**src/rtl/shift_pkg.sv**
```systemverilog
// rtl/shift_pkg.sv - shared op and FSM state encodings for the shift sequencer
package shift_pkg;

    typedef enum logic [1:0] {
        OP_SLL = 2'b00,
        OP_SRL = 2'b01,
        OP_SRA = 2'b10,
        OP_RSV = 2'b11
    } op_e;

    typedef enum logic [1:0] {
        ST_IDLE  = 2'b00,
        ST_SHIFT = 2'b01,
        ST_DONE  = 2'b10
    } state_e;

endpackage

```
**src/rtl/shift_sequencer_if.sv**
```systemverilog
// rtl/shift_sequencer_if.sv - request/response bundle; kill exists only with SHIFT_KILL_EN
interface shift_sequencer_if;
    logic        start;
    logic [1:0]  op;
    logic [31:0] operand;
    logic [4:0]  shamt;
    logic        busy;
    logic        done;
    logic [31:0] result;
`ifdef SHIFT_KILL_EN
    logic        kill;

    modport master (output start, op, operand, shamt, kill, input busy, done, result);
    modport slave  (input start, op, operand, shamt, kill, output busy, done, result);
`else
    modport master (output start, op, operand, shamt, input busy, done, result);
    modport slave  (input start, op, operand, shamt, output busy, done, result);
`endif
endinterface

```
**src/rtl/shift_step.sv**
```systemverilog
// rtl/shift_step.sv - combinational single step: shift acc by k (k <= STEP) per op
module shift_step
    import shift_pkg::*;
#(
    parameter int KW = 3
) (
    input  logic [31:0]   acc,
    input  op_e           op,
    input  logic          sign,
    input  logic [KW-1:0] k,
    output logic [31:0]   acc_next
);
    logic [63:0] ext;
    logic [31:0] right;

    // Right shifts pull fill bits down from the upper half, so SRA uses the latched sign.
    always_comb begin
        ext      = {((op == OP_SRA) && sign) ? 32'hFFFF_FFFF : 32'h0, acc};
        right    = 32'(ext >> k);
        acc_next = (op == OP_SLL) ? (acc << k) : right;
    end
endmodule

```
**src/rtl/shift_sequencer.sv**
```systemverilog
// rtl/shift_sequencer.sv - multi-cycle SLL/SRL/SRA unit, STEP bits per cycle; optional abort via SHIFT_KILL_EN
module shift_sequencer
    import shift_pkg::*;
#(
    parameter int STEP = 4
) (
    input logic              clk,
    input logic              rst,
    shift_sequencer_if.slave bus
);
    localparam int KW = $clog2(STEP + 1);

    state_e        state, state_n;
    logic [31:0]   acc, acc_n, step_out;
    logic [5:0]    rem, rem_n;
    op_e           op_q, op_n;
    logic          sign_q, sign_n;
    logic [31:0]   result_q, result_n;
    logic [KW-1:0] k;
    logic          kill_req;

`ifdef SHIFT_KILL_EN
    assign kill_req = bus.kill;
`else
    assign kill_req = 1'b0;
`endif

    assign k = (int'(rem) < STEP) ? rem[KW-1:0] : KW'(STEP);

    shift_step #(.KW(KW)) u_step (
        .acc      (acc),
        .op       (op_q),
        .sign     (sign_q),
        .k        (k),
        .acc_next (step_out)
    );

    always_comb begin
        state_n  = state;
        acc_n    = acc;
        rem_n    = rem;
        op_n     = op_q;
        sign_n   = sign_q;
        result_n = result_q;
        case (state)
            ST_IDLE: begin
                if (bus.start && !kill_req) begin
                    acc_n  = bus.operand;
                    rem_n  = {1'b0, bus.shamt};
                    op_n   = op_e'(bus.op);
                    sign_n = bus.operand[31];
                    if ((bus.shamt == 5'd0) || (op_e'(bus.op) == OP_RSV)) begin
                        state_n  = ST_DONE;
                        result_n = bus.operand;
                    end else begin
                        state_n = ST_SHIFT;
                    end
                end
            end
            ST_SHIFT: begin
                // An abort leaves result untouched so the previous answer stays visible.
                if (kill_req) begin
                    state_n = ST_IDLE;
                end else begin
                    acc_n = step_out;
                    rem_n = rem - 6'(k);
                    if (rem == 6'(k)) begin
                        state_n  = ST_DONE;
                        result_n = step_out;
                    end
                end
            end
            ST_DONE: state_n = ST_IDLE;
            default: state_n = ST_IDLE;
        endcase
    end

    always_ff @(posedge clk) begin
        if (rst) begin
            state    <= ST_IDLE;
            acc      <= '0;
            rem      <= '0;
            op_q     <= OP_SLL;
            sign_q   <= 1'b0;
            result_q <= '0;
        end else begin
            state    <= state_n;
            acc      <= acc_n;
            rem      <= rem_n;
            op_q     <= op_n;
            sign_q   <= sign_n;
            result_q <= result_n;
        end
    end

    assign bus.busy   = (state != ST_IDLE);
    assign bus.done   = (state == ST_DONE);
    assign bus.result = result_q;
endmodule

```
**src/flat_wrapper.sv**
```systemverilog
// flat-port wrapper written by rule: the top's interface ports become plain ports
module shift_sequencer_flat import shift_pkg::*;
#(
    parameter int STEP = 4
)
  (clk, rst, bus_start, bus_op, bus_operand, bus_shamt, bus_busy, bus_done, bus_result);
  shift_sequencer_if bus_i ();
  input logic clk;
  input logic rst;
  input wire logic [$bits(bus_i.start)-1:0] bus_start;
  input wire logic [$bits(bus_i.op)-1:0] bus_op;
  input wire logic [$bits(bus_i.operand)-1:0] bus_operand;
  input wire logic [$bits(bus_i.shamt)-1:0] bus_shamt;
  output wire logic [$bits(bus_i.busy)-1:0] bus_busy;
  output wire logic [$bits(bus_i.done)-1:0] bus_done;
  output wire logic [$bits(bus_i.result)-1:0] bus_result;
  assign bus_i.start = bus_start;
  assign bus_i.op = bus_op;
  assign bus_i.operand = bus_operand;
  assign bus_i.shamt = bus_shamt;
  assign bus_busy = bus_i.busy;
  assign bus_done = bus_i.done;
  assign bus_result = bus_i.result;
  shift_sequencer #(.STEP(STEP)) u_core (.clk(clk), .rst(rst), .bus(bus_i));
endmodule
```
**config.mk**
```make
export PLATFORM = sky130hd
export DESIGN_NAME = shift_sequencer_flat
export DESIGN_NICKNAME = d
export VERILOG_FILES = /design/src/rtl/shift_pkg.sv /design/src/rtl/shift_sequencer_if.sv /design/src/rtl/shift_step.sv /design/src/rtl/shift_sequencer.sv /design/src/flat_wrapper.sv
export SDC_FILE = /design/constraint.sdc
export NUM_CORES = 1
export LEC_CHECK = 0
export CORE_ASPECT_RATIO = 0.5
export CORE_MARGIN = 4
export CORE_UTILIZATION = 40
export DETAILED_ROUTE_END_ITERATION = 12
export GPL_TIMING_DRIVEN = 0
export SETUP_SLACK_MARGIN = 0.05
export SLEW_MARGIN = 30
export SYNTH_ARGS = -nofsm -noshare
export SYNTH_HDL_FRONTEND = slang
export SYNTH_HIERARCHICAL = 1
export SYNTH_SLANG_ARGS = --single-unit
export TNS_END_PERCENT = 50
```
**constraint.sdc**
```tcl
create_clock -name clk -period 3.7 [get_ports clk]
set_input_delay 0.74 -clock clk [delete_from_list [all_inputs] [get_ports clk]]
set_output_delay 0.74 -clock clk [all_outputs]
set_load 0.01 [all_outputs]
```
# Yosys cells after proc, flatten, opt, wreduce, memory -nomap -nowiden
# Cells that the tools add are included.
classes:
  mux: 15
  addsub: 1
  n_eq_ne: 8
  n_lt_le_gt_ge: 1
  shift: 2
  reduce_logical: 11
ops:
  columns: ["operator", "count"]
  rows:
  - ["$mux 32", 6]
  - ["$pmux 32 s2", 2]
  - ["$shr 64x3->32", 1]
  - ["$shl 32x3->32", 1]
  - ["$pmux 6 s2", 1]
  - ["$eq 2x2->1 const B", 3]
  - ["$eq 6x3->1", 1]
  - ["$lt 6x3->1 const B", 1]
  - ["$mux 2", 3]
  - ["$mux 6", 1]
  - ["$reduce_and 2->1", 3]
  - ["$sub 6x3->6", 1]
  - ["$logic_not 5->1", 1]
  - ["$logic_not 2->1", 2]
  - ["$ne 2x1->1 const B", 2]
  - ["$pmux 2 s2", 1]
  - ["$reduce_and 4->1", 1]
  - ["$reduce_bool 2->1", 2]
  - ["$mux 3", 1]
  - ["$eq 2x1->1 const B", 1]
  - ["$ne 2x2->1 const B", 1]
  - ["$logic_and 1x1->1", 1]
  - ["$logic_or 1x1->1", 1]
word_totals:
  elab_cells: 44
  output_inout_bits: 34
  ff_bits: 75
  in_bits: 42

# Logic depth before layout (Yosys ltp)
depth:
  word_depth: 7
  ltp_mapped: 13
  depth_no_buf: 9

# Hierarchy
# The synthesis kept the hierarchy.
by_module_without_submodules:
  columns: ["module", "seq_area_each_um2", "n_inst", "area_each_um2", "cells_each"]
  rows:
  - ["shift_sequencer", 1501.4, 1, 3318.2, 301]
  - ["shift_step", 0.0, 1, 2387.3, 304]

# Worst setup path after synthesis
# Ideal clock, no wire load.
synth_path:
  path_kind: "register -> register"
  startpoint: "register u_core.rem[2]"
  endpoint: "register u_core.acc[25]"
  setup_time_ns: 0.134
  path_slack_ns: 0.916
  arrival_ns: 2.650
  period_less_slack_ns: 2.784
  path_buffers: 3
  required_ns: 3.566
  path_stages_with_launch: 12
  path_cell_list: "dfxtp_1 > buf_2 > nor4_1 > inv_1 > nor2_1 > buf_6 > buf_6 > mux4_2 > and2_1 > o32a_1 > mux2i_1 > a211oi_1"
synth_between:
  elab_chain_cells: 5
  elab_cells_between_ends: 6
  cone_classes: "order compare (1); shift (2); mux (3)"
synth_rtl:
  columns: ["item", "line_no", "text"]
  rows:
  - ["start, declared", "shift_sequencer.sv:15", "logic [5:0] rem, rem_n;"]
  - ["start signal, assigned", "shift_sequencer.sv:89", "rem <= rem_n;"]
  - ["$lt 6x3->1", "shift_sequencer.sv:28", "assign k = (int'(rem) < STEP) ? rem[KW-1:0] : KW'(STEP);"]
  - ["$mux 3 *", "shift_sequencer.sv:28", null]
  - ["net u_core.k[2]", "shift_sequencer.sv:19", "logic [KW-1:0] k;"]
  - ["$shr 64x3->32 or $shl 32x3->32 (tied branches)", "shift_step.sv:19, shift_step.sv:20", null]
  - ["$mux 32 *", "shift_step.sv:20", "acc_next = (op == OP_SLL) ? (acc << k) : right;"]
  - ["net u_core.step_out[25]", "shift_sequencer.sv:14", "logic [31:0] acc, acc_n, step_out;"]
  - ["$pmux 32 s2 *", "shift_sequencer.sv:45", "case (state)"]
  - ["end signal, assigned", "shift_sequencer.sv:88", "acc <= acc_n;"]
  - ["end, declared", "shift_sequencer.sv:14", null]
# The timed path passes the listed nets; every way through them passes the cells marked *.
# A chain may end at the register's enable or synchronous reset.

# Worst setup path in the final report
layout_path:
  startpoint: "register u_core.rem[2]"
  endpoint: "register u_core.acc[4]"
# The elaborated chain is that of the path after synthesis.

==> flow_summary.yaml <==
sta:
  min_period_ns: 3.39
  rsz0062_at_grt: "false"
  fin_hold_ws_ns: 0.463
  worst_pin_slew_ns: 0.871
  finalCritPeriodShare_pct: 91.5
  relSlewSlack_pct: 41.5
  setup_viol: 0
  report.final.slew_viol_count: 0
  hold_viol_final: 0
  skew_ns: 0.00969
  fmaxAchievable_mhz: 295
floorplanning:
  num_rows: 30
  fp.dieW_microns: 177
  die_y_microns: 92.5
  initial_utilization_pct: 41.5
  core-area_sq_mm: 0.0137
  ios: 76
  die_area_sq_mm: 0.0164
worst_setup_path:
  cpLargestDelayFamily: "compound AO/OA/AOI/OAI gates"
  cp.arrival_ns: 3.64
  crit_top_cell: "a211oi_1"
  worst_path_largest_cell_delay_ns: 0.46
  crit_fanout: 11
  worstSetupStartpointType: "flip-flop"
  crit_required_ns: 3.96
  critPathCaptureType: "flip-flop"
  crit_type: "reg2reg"
  slowest_stage: "a211oi_1"
  critPathBufInv: 5
  cp_cell_sequence: "buf_2 -> nor4_2 -> inv_2 -> nor2_4 -> buf_6 -> buf_6 -> buf_4 -> a21oi_1 -> a211oi_1 -> a211oi_1 -> a31oi_1 -> mux2i_1 -> a211oi_1"
clock_tree:
  cts_buffers: 9
  cts_tree: "built"
  clkTransAtPathRegs_ns: 0.07
  clock_latency_ns: 0.35
  h-tree-depth: 3
  clock_path_buffers: 2
  cts_sinks: 75
  cts_root_buffer: "clkbuf_16"
min_path:
  hp-class: "reg2reg"
finish:
  nets: 733
  fillCellCount: 1338
  finalNonFillerCells: 887
  insertedDiodeCount: 0
  area_growth_pct: 23.1
  drive_gt1_share_pct: 19.7
synthesis:
  yosys-top-cells-count: "mux2i_1 (88), dfxtp_1 (75), nor2_1 (60), a211oi_1 (44), nand2_1 (31)"
  syn_area_sq_mm: 0.00571
  synth.avg_cell_area_sq_um: 9.43
  synthTopCellsByArea: "dfxtp_1 (26%), mux2i_1 (15%), o2bb2ai_2 (7.9%), a211oi_1 (5.8%), mux4_2 (5.1%)"
  synthCells: 605
  ys_seq_area_share_pct: 26.3
  yosysMostFrequentCell: "mux2i_1"
  yosysUniqueCellTypes: 77
  yosysTopAreaCell: "dfxtp_1"
  postSynth.asyncResetShare_pct: 0
  synth.yosys.warnings: 6
  ys_seq_elements: 75
  synth.top_cell.area_share_pct: 26.3
  synth_edf_count: 0
  syn_nets: 648
  synthFlopType: "dfxtp_1"
route:
  totalWireLength_microns: 21500
  post_drt_wl_per_cell_microns: 24.3
  vias: 5556
  final_antenna_net_count: 0
  first_pass_iters: 5
  via_per_inst: 6.26
  drt_iter0_markers: 662
  drc: 0
global_route:
  grt_pass1_wl_microns: 32800
  track_usage_pct: 26.0
  grt_max_degree: 14
  overflow: 0
  grt_pass1_vias: 5276
  antenna_found_initial: 0
power:
  fin_total_pwr_mw: 3.33
  powerDensity_mw_per_mm2: 474
  leakagePower_nw: 2.44
  peakVddDrop_mv: 0.205
placed_design:
  dp_hpwl_microns: 15700
  placedCellCount: 871
  port_buffers: 74
  place.gp.congestion: 0.991
outcome:
  status: "finished clean"
flow_run:
  max_cap_viol_count: 0
-- area by class of cell --
type / instances / area, sq um / share of cell area [%]
buffer: 57 / 387 / 5.50
clock inverter: 6 / 90.1 / 1.28
sequential: 75 / 1500 / 21.4
timing repair buffer: 74 / 741 / 10.5
multi-input combinational: 461 / 3790 / 54.0
clock buffer: 10 / 229 / 3.26
tap: 192 / 240 / 3.42
inverter: 12 / 45.0 / 0.641
-- kinds of logic (layout without fill, tap and decap cells) --
family                     count (synthesis)  in the layout  share of synthesized area (%)
AOI/OAI and AO/OA                        197            197                           29.6
muxes                                    115            115                           23.3
other                                      1              1                         0.0657
adders and majority gates                  1              1                          0.219
buffers and inverters                     69            159                           7.54
DFF                                       75             75                           26.3
and+or+nand+nor                          147            147                           12.9
-- metrics by stage --
| stage | setup TNS, ns | area (sq um) | util, % | setup WS (ns) |
|---|---|---|---|---|
| after floorplan | 0 | 5710 | - | 0.916 |
| after global placement | -4.54 | 6690 | 48.7 | -0.266 |
| after detailed placement | -1.35 | 6690 | 48.7 | -0.202 |
| after CTS | 0 | 7020 | 51.1 | 0.137 |
| after global routing | 0 | 7030 | 51.1 | 0.184 |
| final | 0 | 7030 | 51.1 | 0.315 |
-- placed cells by master, fill, tap and decap left out, types with 11 or more instances in the layout --
cell type	instances
mux2i_1	88
dfxtp_1	75
clkdlybuf4s50_1	74
nor2_1	59
a211oi_1	44
nand2_1	31
o2bb2ai_2	30
buf_2	17
clkbuf_1	16
a21oi_1	16
o21ai_0	13
mux2_2	13
mux4_2	13
buf_6	12
o22ai_1	11
-- per-layer routing --
metal	vias up	track usage (%)	wire length [microns]
met1	2701	41.2	10600
met5	-	0	0
met2	312	34.7	8370
met3	30	6.48	2290
met4	0	5.02	294
li1	2513	-	-
-- worst register-to-register path: cells and delay by family, from the launching register on --
family          cells  cell delay [ns]
compound gates      5             1.08
buf+inv             5             1.06
simple gates        2             0.69
flops               1             0.30
mux                 1             0.18
-- final timing paths --
kind,start,endpoint,slack (ns),cells past startpoint
setup reg to reg,u_core/rem[2],u_core/acc[4],0.31,13
hold reg to reg,u_core/bus.result[28],u_core/bus.result[28],0.46,1
setup / recovery,u_core/rem[2],u_core/acc[4],0.31,13
hold / removal,u_core/bus.result[28],u_core/bus.result[28],0.46,1
-- report_power, final --
| group | internal, mW | leakage [nW] | switching, mW |
|---|---|---|---|
| Sequential | 0.896 | 0.618 | 0.122 |
| Clock | 0.593 | 0.153 | 0.379 |
| Combinational | 0.572 | 1.67 | 0.769 |
| Total | 2.06 | 2.44 | 1.27 |
-- flip-flops by register name, indices dropped and copies added (netlist names) --
| signal | flops |
|---|---|
| u_core/op_q | 2 |
| u_core/bus.result | 32 |
| u_core/state | 2 |
| u_core/sign_q | 1 |
| u_core/acc | 32 |
| u_core/rem | 6 |
-- what timing repair did --
action	CTS	global route
endpoints found under the setup margin	29	12
gates cloned	0	0
setup buffers	0	0
gates resized for setup	3	2
hold buffers	0	0
(Power assumes the default switching activity.)
